<file path="src/rtl/gate_sweep_ctrl.sv">
// rtl/gate_sweep_ctrl.sv - exhaustive input sweep sequencer and checker for a gate under test
//
// Drives every input code of an N_IN-input gate in ascending order, holds each
// code for SETTLE cycles, then samples gate_out against the TRUTH table.
// Mismatches (including X/Z on gate_out) are accumulated in err_cnt/fail_map.
//
// Ports:
//   clk       in   sole clock, rising edge
//   rst_n     in   asynchronous active-low reset
//   start     in   sweep request, honoured only when idle
//   abort     in   cancels a running sweep (no done pulse)
//   gate_out  in   output of the gate under test
//   drv       out  gate input vector (N_IN bits)
//   busy      out  sweep in progress
//   done      out  one-cycle completion pulse
//   pass      out  last sweep completed with zero mismatches (held)
//   err_cnt   out  mismatch count (N_IN+1 bits, cannot wrap)
//   fail_map  out  bit k set when code k mismatched

module gate_sweep_ctrl #(
  parameter int                      N_IN   = 2,
  parameter int                      SETTLE = 3,
  parameter logic [(1<<N_IN)-1:0]    TRUTH  = 4'b0111
) (
  input  logic                    clk,
  input  logic                    rst_n,
  input  logic                    start,
  input  logic                    abort,
  input  logic                    gate_out,
  output logic [N_IN-1:0]         drv,
  output logic                    busy,
  output logic                    done,
  output logic                    pass,
  output logic [N_IN:0]           err_cnt,
  output logic [(1<<N_IN)-1:0]    fail_map
);

  localparam int         NV        = 1 << N_IN;
  localparam logic [7:0] SETTLE_M1 = 8'(SETTLE - 1);

  typedef enum logic [1:0] {
    S_IDLE,
    S_SETTLE,
    S_SAMPLE,
    S_DONE
  } state_t;

  state_t            state, state_n;
  logic [7:0]        cnt, cnt_n;
  logic [N_IN-1:0]   drv_n;
  logic              busy_n, done_n, pass_n;
  logic [N_IN:0]     err_n;
  logic [NV-1:0]     fmap_n;
  logic              exp_bit;
  logic              mism;

  always_ff @(posedge clk or negedge rst_n) begin
    if (!rst_n) begin
      state    <= S_IDLE;
      cnt      <= '0;
      drv      <= '0;
      busy     <= 1'b0;
      done     <= 1'b0;
      pass     <= 1'b0;
      err_cnt  <= '0;
      fail_map <= '0;
    end else begin
      state    <= state_n;
      cnt      <= cnt_n;
      drv      <= drv_n;
      busy     <= busy_n;
      done     <= done_n;
      pass     <= pass_n;
      err_cnt  <= err_n;
      fail_map <= fmap_n;
    end
  end

  always_comb begin
    state_n = state;
    cnt_n   = cnt;
    drv_n   = drv;
    busy_n  = busy;
    done_n  = 1'b0;
    pass_n  = pass;
    err_n   = err_cnt;
    fmap_n  = fail_map;

    // Written as if/else so an X or Z on gate_out falls into the mismatch
    // branch instead of propagating an unknown into the counters.
    exp_bit = TRUTH[drv];
    mism    = 1'b1;
    if (gate_out == exp_bit) begin
      mism = 1'b0;
    end

    case (state)
      S_IDLE: begin
        // abort outranks start, so a simultaneous request is dropped
        if (start && !abort) begin
          state_n = S_SETTLE;
          drv_n   = '0;
          cnt_n   = SETTLE_M1;
          busy_n  = 1'b1;
          pass_n  = 1'b0;
          err_n   = '0;
          fmap_n  = '0;
        end
      end

      S_SETTLE: begin
        if (abort) begin
          state_n = S_IDLE;
          drv_n   = '0;
          busy_n  = 1'b0;
          pass_n  = 1'b0;
        end else if (cnt == 8'd0) begin
          state_n = S_SAMPLE;
        end else begin
          cnt_n = cnt - 8'd1;
        end
      end

      S_SAMPLE: begin
        // an abort here discards this vector's compare entirely
        if (abort) begin
          state_n = S_IDLE;
          drv_n   = '0;
          busy_n  = 1'b0;
          pass_n  = 1'b0;
        end else begin
          if (mism) begin
            fmap_n[drv] = 1'b1;
            err_n       = err_cnt + (N_IN+1)'(1);
          end
          if (&drv) begin
            state_n = S_DONE;
            busy_n  = 1'b0;
            done_n  = 1'b1;
            pass_n  = !mism && (err_cnt == '0);
          end else begin
            state_n = S_SETTLE;
            drv_n   = drv + N_IN'(1);
            cnt_n   = SETTLE_M1;
          end
        end
      end

      S_DONE: begin
        state_n = S_IDLE;
      end

      default: begin
        state_n = S_IDLE;
      end
    endcase
  end

endmodule

</file>
<file path="config.mk">
export PLATFORM = sky130hd
export DESIGN_NAME = gate_sweep_ctrl
export DESIGN_NICKNAME = d
export VERILOG_FILES = /design/src/rtl/gate_sweep_ctrl.sv
export SDC_FILE = /design/constraint.sdc
export NUM_CORES = 1
export LEC_CHECK = 0
export BUFFER_PORTS_ARGS = -buffer_cell sky130_fd_sc_hd__buf_4
export CORE_MARGIN = 3
export CORE_UTILIZATION = 29
export DETAILED_ROUTE_END_ITERATION = 8
export PLACE_DENSITY = 0.49
export SLEW_MARGIN = 10
export SYNTH_ARGS = -nofsm -noshare
export SYNTH_HDL_FRONTEND = slang
export SYNTH_SLANG_ARGS = --single-unit
</file>
<file path="constraint.sdc">
create_clock -name clk -period 2.25 [get_ports clk]
set_input_delay 0.225 -clock clk [delete_from_list [all_inputs] [get_ports clk]]
set_output_delay 0.225 -clock clk [all_outputs]
set_load 0.05 [all_outputs]
</file>
==> flow_summary.toml <==
[outcome]
status = "finished clean"

[timing]
post-route-min-period_ps = 2060
fin_tns_setup_ps = 0
setup_slack_ps = 186
final.setup_skew_ps = 4.23
rsz0062_at_grt = "false"
fmaxAchievable_mhz = 485
tightest_slew_ps = 396
period_share_pct = 91.7
finalSetupViolCount = 0
slew-limit-headroom_pct = 73.6
finalMaxSlewViolations = 0
hold_viol_final = 0

[logic_synthesis]
yosys_warnings = 0
synth_mux_area_share_pct = 3.22
yosys.area.top_type = "dfrtp_1"
netlist_area_sq_um = 1280
synth_compound_gate_area_share_pct = 15.3
syn_nets = 149
synth_area_per_cell_sq_um = 9.78
synth_top_cell_area_share_pct = 43.0
yosys.area_share.simple_pct = 16.5
synth_fa_ha_area_share_pct = 12.7
synth_area_leaders = "dfrtp_1 (43%), ha_1 (13%), inv_1 (4.4%)"
async_reset_ff_share_pct = 100
synth-edff-count = 0
synth-seq-area-share_pct = 43.0
synth.top_cells.by_count = "dfrtp_1 (22), inv_1 (15), ha_1 (13)"
synth_top_family_by_area = "simple AND/OR/NAND/NOR gates"
synth_seq_cells = 22
synth.distinct_cells = 34
synth_xor_area_share_pct = 3.42
synthFlopType = "dfrtp_1"
synth.most_common_cell = "dfrtp_1"
synth_cells = 131

[worst_setup_path]
critPathKind = "flop to flop"
crit_path_start_kind = "flop"
timing.rr.start = "state[1]"
cp-end-kind = "flop"
cp.arrival_ps = 2240
reg2reg_depth = 6
cp-startpoint = "state[1]"
cp_data_required_time_ps = 2420
reg2reg_to = "cnt[5]"
crit_path_end = "cnt[5]"
critPathMaxFanout = 10
rrSetupSlack_ps = 190

[layout]
drive_gt1_share_pct = 20.4
stdcell_count = 202
diodes = 0
finalNetCount = 171
final_util_pct = 37.1
fillCellCount = 443
area_growth_pct = 20.0

[route]
wl_per_cell_um = 13.8
drc_errors = 0
wirelength_um = 2790
ant_nets = 0
vias_per_cell = 4.96
drt_pass1_iterations = 4
vias = 1001
drtIter0Drc = 64

[cts]
root_buffer = "clkbuf_8"
cts_sinks = 22
clkTransAtPathRegs_ps = 80
clk_latency_ps = 260
cts_buffer_depth = 2
cts_tree = "yes"
htree_levels = 1
cts_made_buffers = 3

[grt]
grt_overflow = 0
antenna_found_initial = 0
grt_max_degree = 23
grt_pass1_vias = 1054
grt_pass1_wl_um = 4920
grt_usage_pct = 11.9

[floorplan]
num_io_pins = 17
initial_core_util_pct = 30.9
dieArea_sq_um = 5250
core_area_sq_um = 4140
placementRows = 23
die_h_um = 72.5
die-width_um = 72.5

[placed_design]
placedCellCount = 197
pre_cts_ws_ps = 171
gp_congestion = 0.778
io_buffers = 16
hpwl_um = 2120

[power]
p_switching_w = 0.000720
switching_share_pct = 42.7
power_frac_comb_pct = 49.1
peakVddDrop_v = 0.000544
leakagePower_nw = 0.730
clkPwrFrac_pct = 16.9
power_density_nw_per_um2 = 1100
pwr-share-seq_pct = 34.0
p_int_w = 0.000966

[hold_path]
min_path_type = "input port to flop"

[job]
max-cap-violations = 0
-- per-layer routing --
| metal | vias up | track usage [%] | wire length, um |
|---|---|---|---|
| li1 | 498 | - | - |
| met5 | - | 0 | 0 |
| met3 | 4 | 2.91 | 93 |
| met2 | 12 | 21.4 | 1390 |
| met1 | 487 | 14.5 | 1270 |
| met4 | 0 | 2.46 | 23 |
-- layout by cell type, fill, tap and decap left out, types with 2 or more instances in the layout --
cell / count
nand2_1: 5
nor2_1: 8
a31oi_1: 3
inv_1: 15
xnor2_1: 4
clkbuf_8: 4
o21ai_0: 6
nor4_1: 2
a21oi_1: 10
mux2i_1: 3
o221ai_1: 2
a31o_2: 2
nor3_1: 4
nand3_1: 7
nand2b_1: 3
ha_1: 13
o22ai_1: 2
nor2b_1: 4
buf_4: 19
dfrtp_1: 22
-- kinds of logic (layout without fill, tap and decap cells) --
kind of cell | after synthesis | after routing
simple gates | 39 | 39
buf+inv | 18 | 39
fa+ha+maj | 13 | 13
xor+xnor | 5 | 5
compound gates | 30 | 30
flops | 22 | 22
mux | 4 | 4
-- area by class of cell --
cell class | instances | area (sq um) | area share (%)
Inverter | 15 | 56.3 | 3.66
Clock buffer | 4 | 55.1 | 3.58
Timing Repair Buffer | 20 | 153 | 9.93
Tap cell | 50 | 62.6 | 4.07
Multi-Input combinational cell | 91 | 661 | 43.0
Sequential cell | 22 | 551 | 35.8
-- worst max-delay path, stage by stage (launching register included) --
cell	delay (ps)
dfrtp_1	410
inv_1	120
ha_1	230
nor2b_1	320
o41a_1	460
nand2_1	230
o221ai_1	200
-- power by group through the flow --
stage                     Combinational, W  Clock (W)  Sequential, W
after global routing              0.000926   0.000316       0.000590
after CTS                         0.000829   0.000298       0.000574
after floorplan                   0.000501          0       0.000679
final                             0.000827   0.000284       0.000574
after detailed placement          0.000822          0       0.000580
after global placement            0.000807          0       0.000576
-- registers in the layout, indices dropped and copies added (netlist names) --
name,count
fail_map,4
done,1
cnt,8
state,2
pass,1
drv,2
err_cnt,3
busy,1
-- what timing repair did --
action                                  CTS  global route
buffers inserted                          0             0
endpoints found under the setup margin    0             1
hold endpoints to repair                 22             0
hold buffers                              1             0
gates resized for setup                   0             1
-- worst min-delay path by stage --
stage / startpoint / end / slack (ps) / cells after the start
6_report: abort / err_cnt[2] / 340 / 4
3_3_place_gp: rst_n / cnt[6] / 130 / 1
2_1_floorplan: rst_n / busy / -70 / 0
4_1_cts: abort / err_cnt[2] / 340 / 4
5_1_grt: abort / err_cnt[2] / 370 / 4
3_5_place_dp: rst_n / err_cnt[1] / 140 / 1
-- stage by stage --
step	cell area, sq um	hold slack, ps	total power [W]
floorplan	1280	-70.6	0.00118
global placement	1470	135	0.00138
detailed placement	1470	142	0.00140
CTS	1530	338	0.00170
global route	1540	372	0.00183
finish	1540	342	0.00169
No activity file was read; power rests on OpenSTA's default activity.
